[config.mk]
export PLATFORM = sky130hd
export DESIGN_NAME = cubic_result_framer
export DESIGN_NICKNAME = d
export VERILOG_FILES = /design/src/rtl/cubic_result_framer.sv
export SDC_FILE = /design/constraint.sdc
export NUM_CORES = 1
export LEC_CHECK = 0
export CORE_ASPECT_RATIO = 1.25
export CORE_MARGIN = 2
export CORE_UTILIZATION = 56
export CTS_BUF_LIST = sky130_fd_sc_hd__clkbuf_8
export CTS_CLUSTER_SIZE = 12
export DETAILED_ROUTE_END_ITERATION = 10
export GPL_TIMING_DRIVEN = 1
export PLACE_DENSITY_LB_ADDON = 0.05
export SYNTH_ARGS = -nofsm -noshare
export SYNTH_HDL_FRONTEND = slang
export SYNTH_SLANG_ARGS = --single-unit
[constraint.sdc]
create_clock -name clk -period 6.19 [get_ports clk]
set_input_delay 0.619 -clock clk [delete_from_list [all_inputs] [get_ports clk]]
set_output_delay 0.619 -clock clk [all_outputs]
set_load 0.05 [all_outputs]
[src/rtl/cubic_result_framer.sv]
// cubic_result_framer
//   Output framer for the Horner cubic pipeline. Result beats go into a small
//   first-word-fall-through FIFO. Each stored entry carries a TLAST tag. The
//   tag is computed on the input side from a beat counter, so frames close
//   every FRAME_LEN beats, or earlier when the upstream raises s_tlast.
//
// Ports
//   clk       : clock, all logic on posedge
//   rst       : synchronous reset, active low
//   s_tdata   : upstream result payload
//   s_tvalid  : upstream beat valid
//   s_tlast   : upstream early end-of-frame
//   s_tready  : framer can accept a beat (registered state and rst only)
//   m_tdata   : head-of-FIFO payload, zero when empty
//   m_tvalid  : head-of-FIFO valid
//   m_tlast   : head beat closes a frame
//   m_tready  : sink ready
//   level     : FIFO occupancy, 0..DEPTH
//   frames    : frames completed at the output, wraps at 16 bits
module cubic_result_framer #(
  parameter int DATA_W    = 32,
  parameter int DEPTH     = 4,
  parameter int FRAME_LEN = 8
) (
  input  logic                     clk,
  input  logic                     rst,
  input  logic [DATA_W-1:0]        s_tdata,
  input  logic                     s_tvalid,
  input  logic                     s_tlast,
  output logic                     s_tready,
  output logic [DATA_W-1:0]        m_tdata,
  output logic                     m_tvalid,
  output logic                     m_tlast,
  input  logic                     m_tready,
  output logic [$clog2(DEPTH):0]   level,
  output logic [15:0]              frames
);

  localparam int AW = $clog2(DEPTH);
  localparam int LW = AW + 1;
  localparam int CW = (FRAME_LEN > 1) ? $clog2(FRAME_LEN) : 1;
  localparam logic [LW-1:0] FULL_LVL  = LW'(DEPTH);
  localparam logic [CW-1:0] LAST_BEAT = CW'(FRAME_LEN - 1);

  // Storage is not reset; each entry is {tag_last, data}.
  logic [DATA_W:0] mem_q [DEPTH];

  logic [AW-1:0] wr_ptr_q, wr_ptr_d;
  logic [AW-1:0] rd_ptr_q, rd_ptr_d;
  logic [LW-1:0] level_q, level_d;
  logic [CW-1:0] beat_cnt_q, beat_cnt_d;
  logic [15:0]   frames_q, frames_d;

  logic          push, pop, tag_last;
  logic [DATA_W:0] head;

  assign head     = mem_q[rd_ptr_q];

  // rst gates both handshakes so that nothing moves during a reset cycle,
  // even while the registered level still shows old contents.
  assign s_tready = rst & (level_q != FULL_LVL);
  assign m_tvalid = rst & (level_q != '0);
  assign m_tdata  = m_tvalid ? head[DATA_W-1:0] : '0;
  assign m_tlast  = m_tvalid & head[DATA_W];

  assign push     = s_tvalid & s_tready;
  assign pop      = m_tvalid & m_tready;
  assign tag_last = s_tlast | (beat_cnt_q == LAST_BEAT);

  assign level    = level_q;
  assign frames   = frames_q;

  always_comb begin
    wr_ptr_d   = wr_ptr_q;
    rd_ptr_d   = rd_ptr_q;
    level_d    = level_q;
    beat_cnt_d = beat_cnt_q;
    frames_d   = frames_q;

    if (push) begin
      wr_ptr_d   = wr_ptr_q + 1'b1;
      beat_cnt_d = tag_last ? '0 : beat_cnt_q + 1'b1;
    end

    if (pop) begin
      rd_ptr_d = rd_ptr_q + 1'b1;
      if (m_tlast) begin
        frames_d = frames_q + 16'd1;
      end
    end

    case ({push, pop})
      2'b10:   level_d = level_q + 1'b1;
      2'b01:   level_d = level_q - 1'b1;
      default: level_d = level_q;
    endcase
  end

  always_ff @(posedge clk) begin
    if (!rst) begin
      wr_ptr_q   <= '0;
      rd_ptr_q   <= '0;
      level_q    <= '0;
      beat_cnt_q <= '0;
      frames_q   <= '0;
    end else begin
      wr_ptr_q   <= wr_ptr_d;
      rd_ptr_q   <= rd_ptr_d;
      level_q    <= level_d;
      beat_cnt_q <= beat_cnt_d;
      frames_q   <= frames_d;
    end
  end

  always_ff @(posedge clk) begin
    if (push) begin
      mem_q[wr_ptr_q] <= {tag_last, s_tdata};
    end
  end

endmodule

==> run metrics, run 1 <==
routability congestion estimate=0.732; Slew Limit Fails=0; buffers inserted by post-CTS timing repair=0; design area=7720 um2; ant diodes=0; Yosys reg bits=160; Final Util=70.0%; fin crit share=59.6%; Synth Cell Area=6290 um2; Hold-fix buffers, CTS=0; measured slew at the worst slew-check pin=950 ps; Final Setup Violations=0; Main synth FF type=edfxtp_1; Post-synth EDFFs=132; Critical Path Start Type=flop; antenna-violating nets left=0; post-synth top area share=63.0%; post-route non-filler standard cell count=600; P_leak=2.47 nW; async set-or-reset flop fraction in the synthesized netlist=0%; Post-synth top cells=edfxtp_1 (132), mux4_2 (33), nor2b_1 (33); Critical Path RT=5570 ps; syn nets=404; area leader, netlist=edfxtp_1; most frequent cell after synthesis=edfxtp_1; max_slew headroom=36.7%; Final Hold Viols=0; TritonCTS Buffers=17; GRT overflow=0; CTS root buf=clkbuf_8; WL/cell=18.4 um; top post-synthesis cells by area=edfxtp_1 (63%), mux4_2 (12%), dfxtp_1 (8.9%); power density cells=289 nW/um2; GRT Total Usage=19.1%; worst-path fanout max=22; HP Class=reg -> reg; P&R area growth vs syn=22.7%; VDD IR max=0.223 mV; sequential area share after synthesis=71.9%; minimum clock period=3690 ps; outcome=finished clean; Ys Warns=0; Core Area=11000 um2; DRT Wirelength=11.0 mm; WS Path Type=reg -> out; Post-DP Area=7320 um2; Die Y-Extent=122 um; CTS max path bufs=2; Highest Clock Rate=271 MHz; clk sink count=160; CP arrival=3070 ps; setup TNS=0 ps; CTS tree=done; # H-tree levels=4; initial antenna violation count=0; die area=12100 um2; via count=3383; cts repair resizes=0; Clock Latency Late Sink=440 ps; Pre-antenna DRT Iters=4; number of global-route vias before repair=3414; average vias per placed instance=5.64; number of max-cap violations=0; Placed Cells=568; CP endpoint kind=output pin; Die X=98.8 um; post-synthesis cell count=358; final setup skew=12.7 ps; effective utilization at floorplan=57.0%; io pins=91; I/O Buffers=90; largest net degree at the start of global routing=34; 1st-iter DRT viols=163; first-pass GRT wire length=17.1 mm; Mean Syn Cell Area=17.6 um2; Final HPWL DP=6.74 mm; row cnt=43; DRC violations left=0; # nets final=498; clock slew at reported path FFs=80 ps; RSZ-0062 raised after global routing=false; layout cells sized above 1=16.1%; Unique masters post-synth=29
[flip-flops by register name, summed over array words and instances (netlist names), named ones only]
| register | count |
|---|---|
| level | 3 |
| wr_ptr_q | 2 |
| rd_ptr_q | 2 |
| beat_cnt_q | 3 |
| frames | 16 |
| mem_q | 132 |
[kinds of logic after synthesis]
| group | count (synthesis) | share of synthesized area, % |
|---|---|---|
| xor+xnor | 9 | 1.25 |
| fa+ha+maj | 9 | 1.91 |
| mux | 38 | 12.6 |
| flops | 160 | 71.9 |
| compound gates | 25 | 2.33 |
| simple gates | 88 | 8.08 |
| buf+inv | 29 | 1.89 |
[where the power goes]
part	total [mW]	internal [mW]	switching [mW]
logic	0.274	0.112	0.162
clock network	0.741	0.362	0.379
registers	1.21	1.20	0.0166
[final cells by class]
class / count / area [um2]
Timing Repair Buffer: 92 / 916
Clock inverter: 15 / 160
Tap cell: 135 / 169
Multi-Input combinational cell: 169 / 1670
Fill cell: 774 / 3310
Sequential cell: 160 / 4530
Clock buffer: 17 / 234
Inverter: 12 / 45.0
[critical path: stages (launching register included)]
cell and delay (ps):
dfxtp_2 600, buf_4 480, mux4_2 670, nor2b_1 170
clkdlybuf4s50_1 700
[metrics by stage]
stage,power (mW),hold slack (ps),setup slack [ps]
after floorplan,1.41,436,3540
after global placement,1.51,443,2740
after detailed placement,1.51,454,2690
after CTS,2.25,466,2380
after global routing,2.30,491,2270
final,2.23,468,2500
[routing by layer]
layer  track usage, %  share of wire, %
met1             24.5                43
met2             31.5                52
met3             4.50               3.7
met4             8.22               1.4
met5                0                 0
[layout by cell type, fill, tap and decap left out, types with 8 or more instances in the layout]
master,n
edfxtp_1,132
a21oi_1,11
nand2_1,11
clkbuf_8,17
nor2_1,13
clkdlybuf4s50_1,90
dfxtp_1,26
nor2b_1,33
ha_1,8
inv_1,12
mux4_2,33
[path summary, 6_finish.rpt]
check	startpoint	endpoint	slack (ps)	depth (start not counted)
worst min register to register	beat_cnt_q[1]	beat_cnt_q[1]	470	2
worst max-delay path	flop	m_tlast	2500	4
worst max register to register	level[2]	level[2]	3590	9
worst min-delay path	beat_cnt_q[1]	beat_cnt_q[1]	470	2
No activity file was read; power rests on OpenSTA's default activity.
==> inputs of run 2 (changes only) <==
Settings changed: CORE_UTILIZATION 56 to 51.
Clock period 6.19 ns to 3.08 ns, I/O delays scaled along.
==> run 2 against run 1 <==
Register-to-register slack worse by 3000 ps. Hold slack better by 7.0 ps. Sequential cell count unchanged. Sequential power up 100%. Critical path type unchanged. Highest routed layer unchanged.
==> run metrics, run 2 (synthesis results as in run 1) <==
Hold-fix buffers, CTS=0 (unchanged); VDD IR max=0.425 mV (+91%); CTS root buf=clkbuf_8; number of max-cap violations=0 (unchanged); Final Hold Slack=475 ps (+6.97 ps); Top Layer Used=met4; WL met3=443 um (+8.8%); layout cells sized above 1=22.0% (+5.9 points); HP Class=reg -> reg; CTS tree=done; CP endpoint kind=output pin; WL met1=4.97 mm (+4.7%); Final Hold Viols=0 (unchanged); Critical Path RT=2770 ps (-2800 ps); Die X=103 um (+4.6%); Largest register FFs=132 (unchanged); met2 wire length=5.80 mm (+1.3%); I/O Buffers=90 (unchanged); cts repair resizes=0 (unchanged); DRT Wirelength=11.4 mm (+3.2%); final setup skew=14.8 ps (+2.12 ps); io pins=91 (unchanged); Highest Clock Rate=349 MHz; Critical Path Start Type=flop; clk sink count=160 (unchanged); r2r endpoint=level[2]; # H-tree levels=4 (unchanged); power density cells=574 nW/um2 (+99%); buffers inserted by post-CTS timing repair=0 (unchanged); routability congestion estimate=0.753 (+2.8%); cells on worst reg2reg path=9 (unchanged); commonest non-fill, non-tap cell in the layout=edfxtp_1; Clock Latency Late Sink=440 ps (about the same); via count=3364 (-0.56%); DRC violations left=0 (unchanged); worst r2r src=level[2]; Die Y-Extent=128 um (+4.6%); fin crit share=93.0%; Final HPWL DP=7.44 mm (+10%); hold endpoint=beat_cnt_q[2]; kind of cell adding the most delay to the critical path=compound AO/OA/AOI/OAI gates; die area=13200 um2 (+9.4%); FF-to-FF setup slack=560 ps (-3030 ps); clock slew at reported path FFs=80 ps (about the same); row cnt=45 (+4.7%); RSZ-0062 raised after global routing=false; Pre-antenna DRT Iters=4 (unchanged); GRT overflow=0 (unchanged); antenna-violating nets left=0 (unchanged); WL/cell=17.8 um (-3.4%); average vias per placed instance=5.25 (-6.9%); Slew Limit Fails=0 (unchanged); CTS max path bufs=2 (unchanged); Final Setup Violations=0 (unchanged); effective utilization at floorplan=52.0% (-5.1 points); Largest Register=mem_q; critical path's largest stage delay=850 ps (+150 ps); TritonCTS Buffers=17 (unchanged); measured slew at the worst slew-check pin=940 ps (-9.15 ps); P_leak=2.59 nW (+4.5%); CP Cell Sequence=o31ai_4 > nor2b_1 > clkdlybuf4s50_1; ant diodes=0 (unchanged); worst path buffer plus inverter count=1 (-1); number of global-route vias before repair=3544 (+3.8%); setup TNS=0 ps (unchanged); slowest stage cell, crit path=o31ai_4; max_slew headroom=37.3% (+0.61 points); WS Path Type=reg -> out; most frequent cells in the layout=edfxtp_1 (132), clkdlybuf4s50_1 (70), mux4_2 (33), nor2b_1 (33), buf_4 (30); hold path depth=2 (unchanged); HP Start=beat_cnt_q[2]; initial antenna violation count=0 (unchanged); # nets final=510 (+2.4%); first-pass GRT wire length=18.3 mm (+6.8%); 1st-iter DRT viols=148 (-9.2%); Core Area=12100 um2 (+9.8%); worst-path fanout max=18 (-18%); outcome=finished clean; P&R area growth vs syn=24.7%; minimum clock period=2860 ps; GRT Total Usage=18.8% (-0.28 points); largest net degree at the start of global routing=26 (-24%); CP arrival=2560 ps (-510 ps)
## run 2: metal layers
metal,up-vias,GRT usage [%]
met4,0,7.97
met2,82,30.3
li1,1596,-
met3,10,4.36
met5,-,0
met1,1676,24.5
## run 2: tightest hold or removal path, stage by stage (launching register included)
cell and delay [ps]:
dfxtp_1 320, nand2_1 50, a21oi_1 50
## run 2: cell type report
type,instances,area [um2]
tap,164,205
inverter,12,45.0
multi-input combinational,169,1670
timing repair buffer,104,1010
fill,887,4260
clock inverter,15,160
clock buffer,17,234
sequential,160,4530
## run 2: metrics by stage
stage / power (mW) / instance area (um2) / worst slack, ps / util (%) / cells
after floorplan: 2.84 / 6290 / 425 / - / 358
after global placement: 3.05 / 7450 / 492 / 61.5 / 609
after detailed placement: 3.06 / 7450 / 403 / 61.5 / 609
after CTS: 4.56 / 7840 / 98.0 / 64.8 / 641
after global routing: 4.69 / 7840 / 2.24 / 64.8 / 641
final: 4.50 / 7840 / 217 / 64.8 / 641
## run 2: where the power goes
part           switching [mW]  total, mW  internal, mW
sequential             0.0314       2.43          2.40
clock                   0.770       1.50         0.730
combinational           0.337      0.572         0.235
## run 2: how the worst max path moves through the flow
| stage | startpoint | cells past startpoint | end |
|---|---|---|---|
| 3_5_place_dp | rst | 9 | level[2] |
| 3_3_place_gp | rst | 9 | level[2] |
| 5_1_grt | level[2] | 3 | m_tdata[2] |
| 2_1_floorplan | level[2] | 10 | level[2] |
| 6_report | level[2] | 3 | m_tdata[25] |
| 4_1_cts | level[2] | 3 | m_tdata[2] |
==> inputs of run 3 (changes only) <==
Clock period 3.08 ns to 2.6 ns, I/O delays scaled along.
==> run 3 against run 2 <==
Routed wire length decreased by 1.8%. Combinational power increased by 43%. Clock skew decreased by 7.3 ps. Critical path type unchanged. Cell area increased by 5.6%. Total power increased by 22%. Core utilization increased by 3.7 points. Non-clock buffer count decreased by 1.
==> run metrics, run 3 (synthesis results as in run 1) <==
outcome=finished clean; Final Util=68.4% (+3.7 points); I/O Buffers=90 (unchanged); P&R area growth vs syn=31.7%; clk sink count=160 (unchanged); clock slew at reported path FFs=80 ps (about the same); WS Path Type=reg -> out; buffers inserted by post-CTS timing repair=0 (unchanged); Largest register FFs=132 (unchanged); VDD IR max=0.368 mV (-13%); sequential share of power=52.3% (-1.7 points); setup TNS=0 ps (unchanged); Die X=103 um (unchanged); Largest Register=mem_q; via count=3424 (+1.8%); Final Setup Violations=0 (unchanged); Critical Path Start Type=flop; Final Hold Slack=457 ps (-18.6 ps); largest net degree at the start of global routing=35 (+35%); Die Y-Extent=128 um (unchanged); effective utilization at floorplan=52.0% (unchanged); Pre-antenna DRT Iters=4 (unchanged); antenna-violating nets left=0 (unchanged); number of max-cap violations=0 (unchanged); worst-path fanout max=16 (-2); Post-DP Area=7880 um2 (+5.8%); most frequent cells in the layout=edfxtp_1 (132), clkdlybuf4s50_1 (55), buf_12 (42), mux4_2 (33), nor2b_1 (33); ant diodes=0 (unchanged); Critical Path RT=2340 ps (-430 ps); max_slew headroom=65.9% (+29 points); layout cells sized above 1=25.0% (+3.0 points); HP Class=in -> reg; number of global-route vias before repair=3572 (+0.79%); row cnt=45 (unchanged); Final HPWL DP=6.99 mm (-6.1%); commonest non-fill, non-tap cell in the layout=edfxtp_1; design area=8290 um2 (+5.6%); die area=13200 um2 (unchanged); Core Area=12100 um2 (unchanged); DRC violations left=0 (unchanged); CTS root buf=clkbuf_8; measured slew at the worst slew-check pin=509 ps (-431 ps); initial antenna violation count=0 (unchanged); first-pass GRT wire length=18.1 mm (-1.4%); Slew Limit Fails=0 (unchanged); Switch Pwr=1.33 mW (+17%); Final Hold Viols=0 (unchanged); routability congestion estimate=0.722 (-4.0%); combinational power share=14.9% (+2.2 points); cts repair resizes=0 (unchanged); CTS max path bufs=2 (unchanged); Placed Cells=608 (-0.16%); RSZ-0062 raised after global routing=false; CP endpoint kind=output pin; sw frac=24.2% (-1.1 points); Clock Latency Late Sink=440 ps (about the same); # H-tree levels=4 (unchanged); 1st-iter DRT viols=127 (-14%); # nets final=509 (-0.20%); DP Worst Slack=155 ps (-248 ps); GRT Total Usage=18.6% (-0.19 points); Clk network pwr share=32.9% (-0.4 points); fin crit share=91.5%; TritonCTS Buffers=17 (unchanged); Pint=4.18 mW (+24%); GRT overflow=0 (unchanged); CP arrival=2120 ps (-440 ps); Hold-fix buffers, CTS=0 (unchanged); post-route non-filler standard cell count=640 (-0.16%); WL/cell=17.5 um (-1.6%); P_leak=2.73 nW (+5.6%); Highest Clock Rate=420 MHz; CTS tree=done; final setup skew=7.54 ps (-7.27 ps); average vias per placed instance=5.35 (+1.9%); DRT Wirelength=11.2 mm (-1.8%); minimum clock period=2380 ps; Tot Pwr=5.52 mW (+22%); setup ws final=222 ps (+5.02 ps); power density cells=666 nW/um2 (+16%); io pins=91 (unchanged)
[run 3: cell types whose count changed in the layout (fill, tap and decap cells not counted), sizes merged]
cell,delta
clkinv,+1
inv,-2
bufinv,+1
clkdlybuf4s50,-15
buf,+14
[run 3: path summary, 6_finish.rpt]
path                                    start       endpoint  slack, ps  cells past startpoint
worst max-delay path                     flop     m_tdata[0]        220                      4
worst max register to register       level[2]       level[2]        320                      9
worst min register to register  beat_cnt_q[1]  beat_cnt_q[1]        470                      2
worst min-delay path               s_tdata[4]    mem_q[1][4]        460                      1
[run 3: metal layers]
layer  routed length (um)  global-route usage (%)
met2                 5810                    30.4
met3                  484                    5.73
met1                 4760                    23.6
met4                  124                    6.27
met5                    0                       0
[run 3: power groups by stage]
stage               Sequential [mW]  Combinational, mW  Clock (mW)
floorplan                      2.94              0.417           0
global route                   2.89              0.868        1.97
CTS                            2.88              0.833        1.87
finish                         2.88              0.819        1.81
global placement               2.94              0.820           0
detailed placement             2.94              0.830           0
[run 3: cell type report]
class / instances / area, um2
clock inverter: 15 / 171
timing repair buffer: 103 / 1440
sequential: 160 / 4530
inverter: 12 / 45.0
clock buffer: 17 / 234
multi-input combinational: 169 / 1670
tap: 164 / 205
fill: 819 / 3820
[run 3: worst max-delay path: stages, from the launching register on]
cell and delay, ps:
dfxtp_2 580, buf_12 240, mux4_2 510, nor2b_1 190, buf_12 160
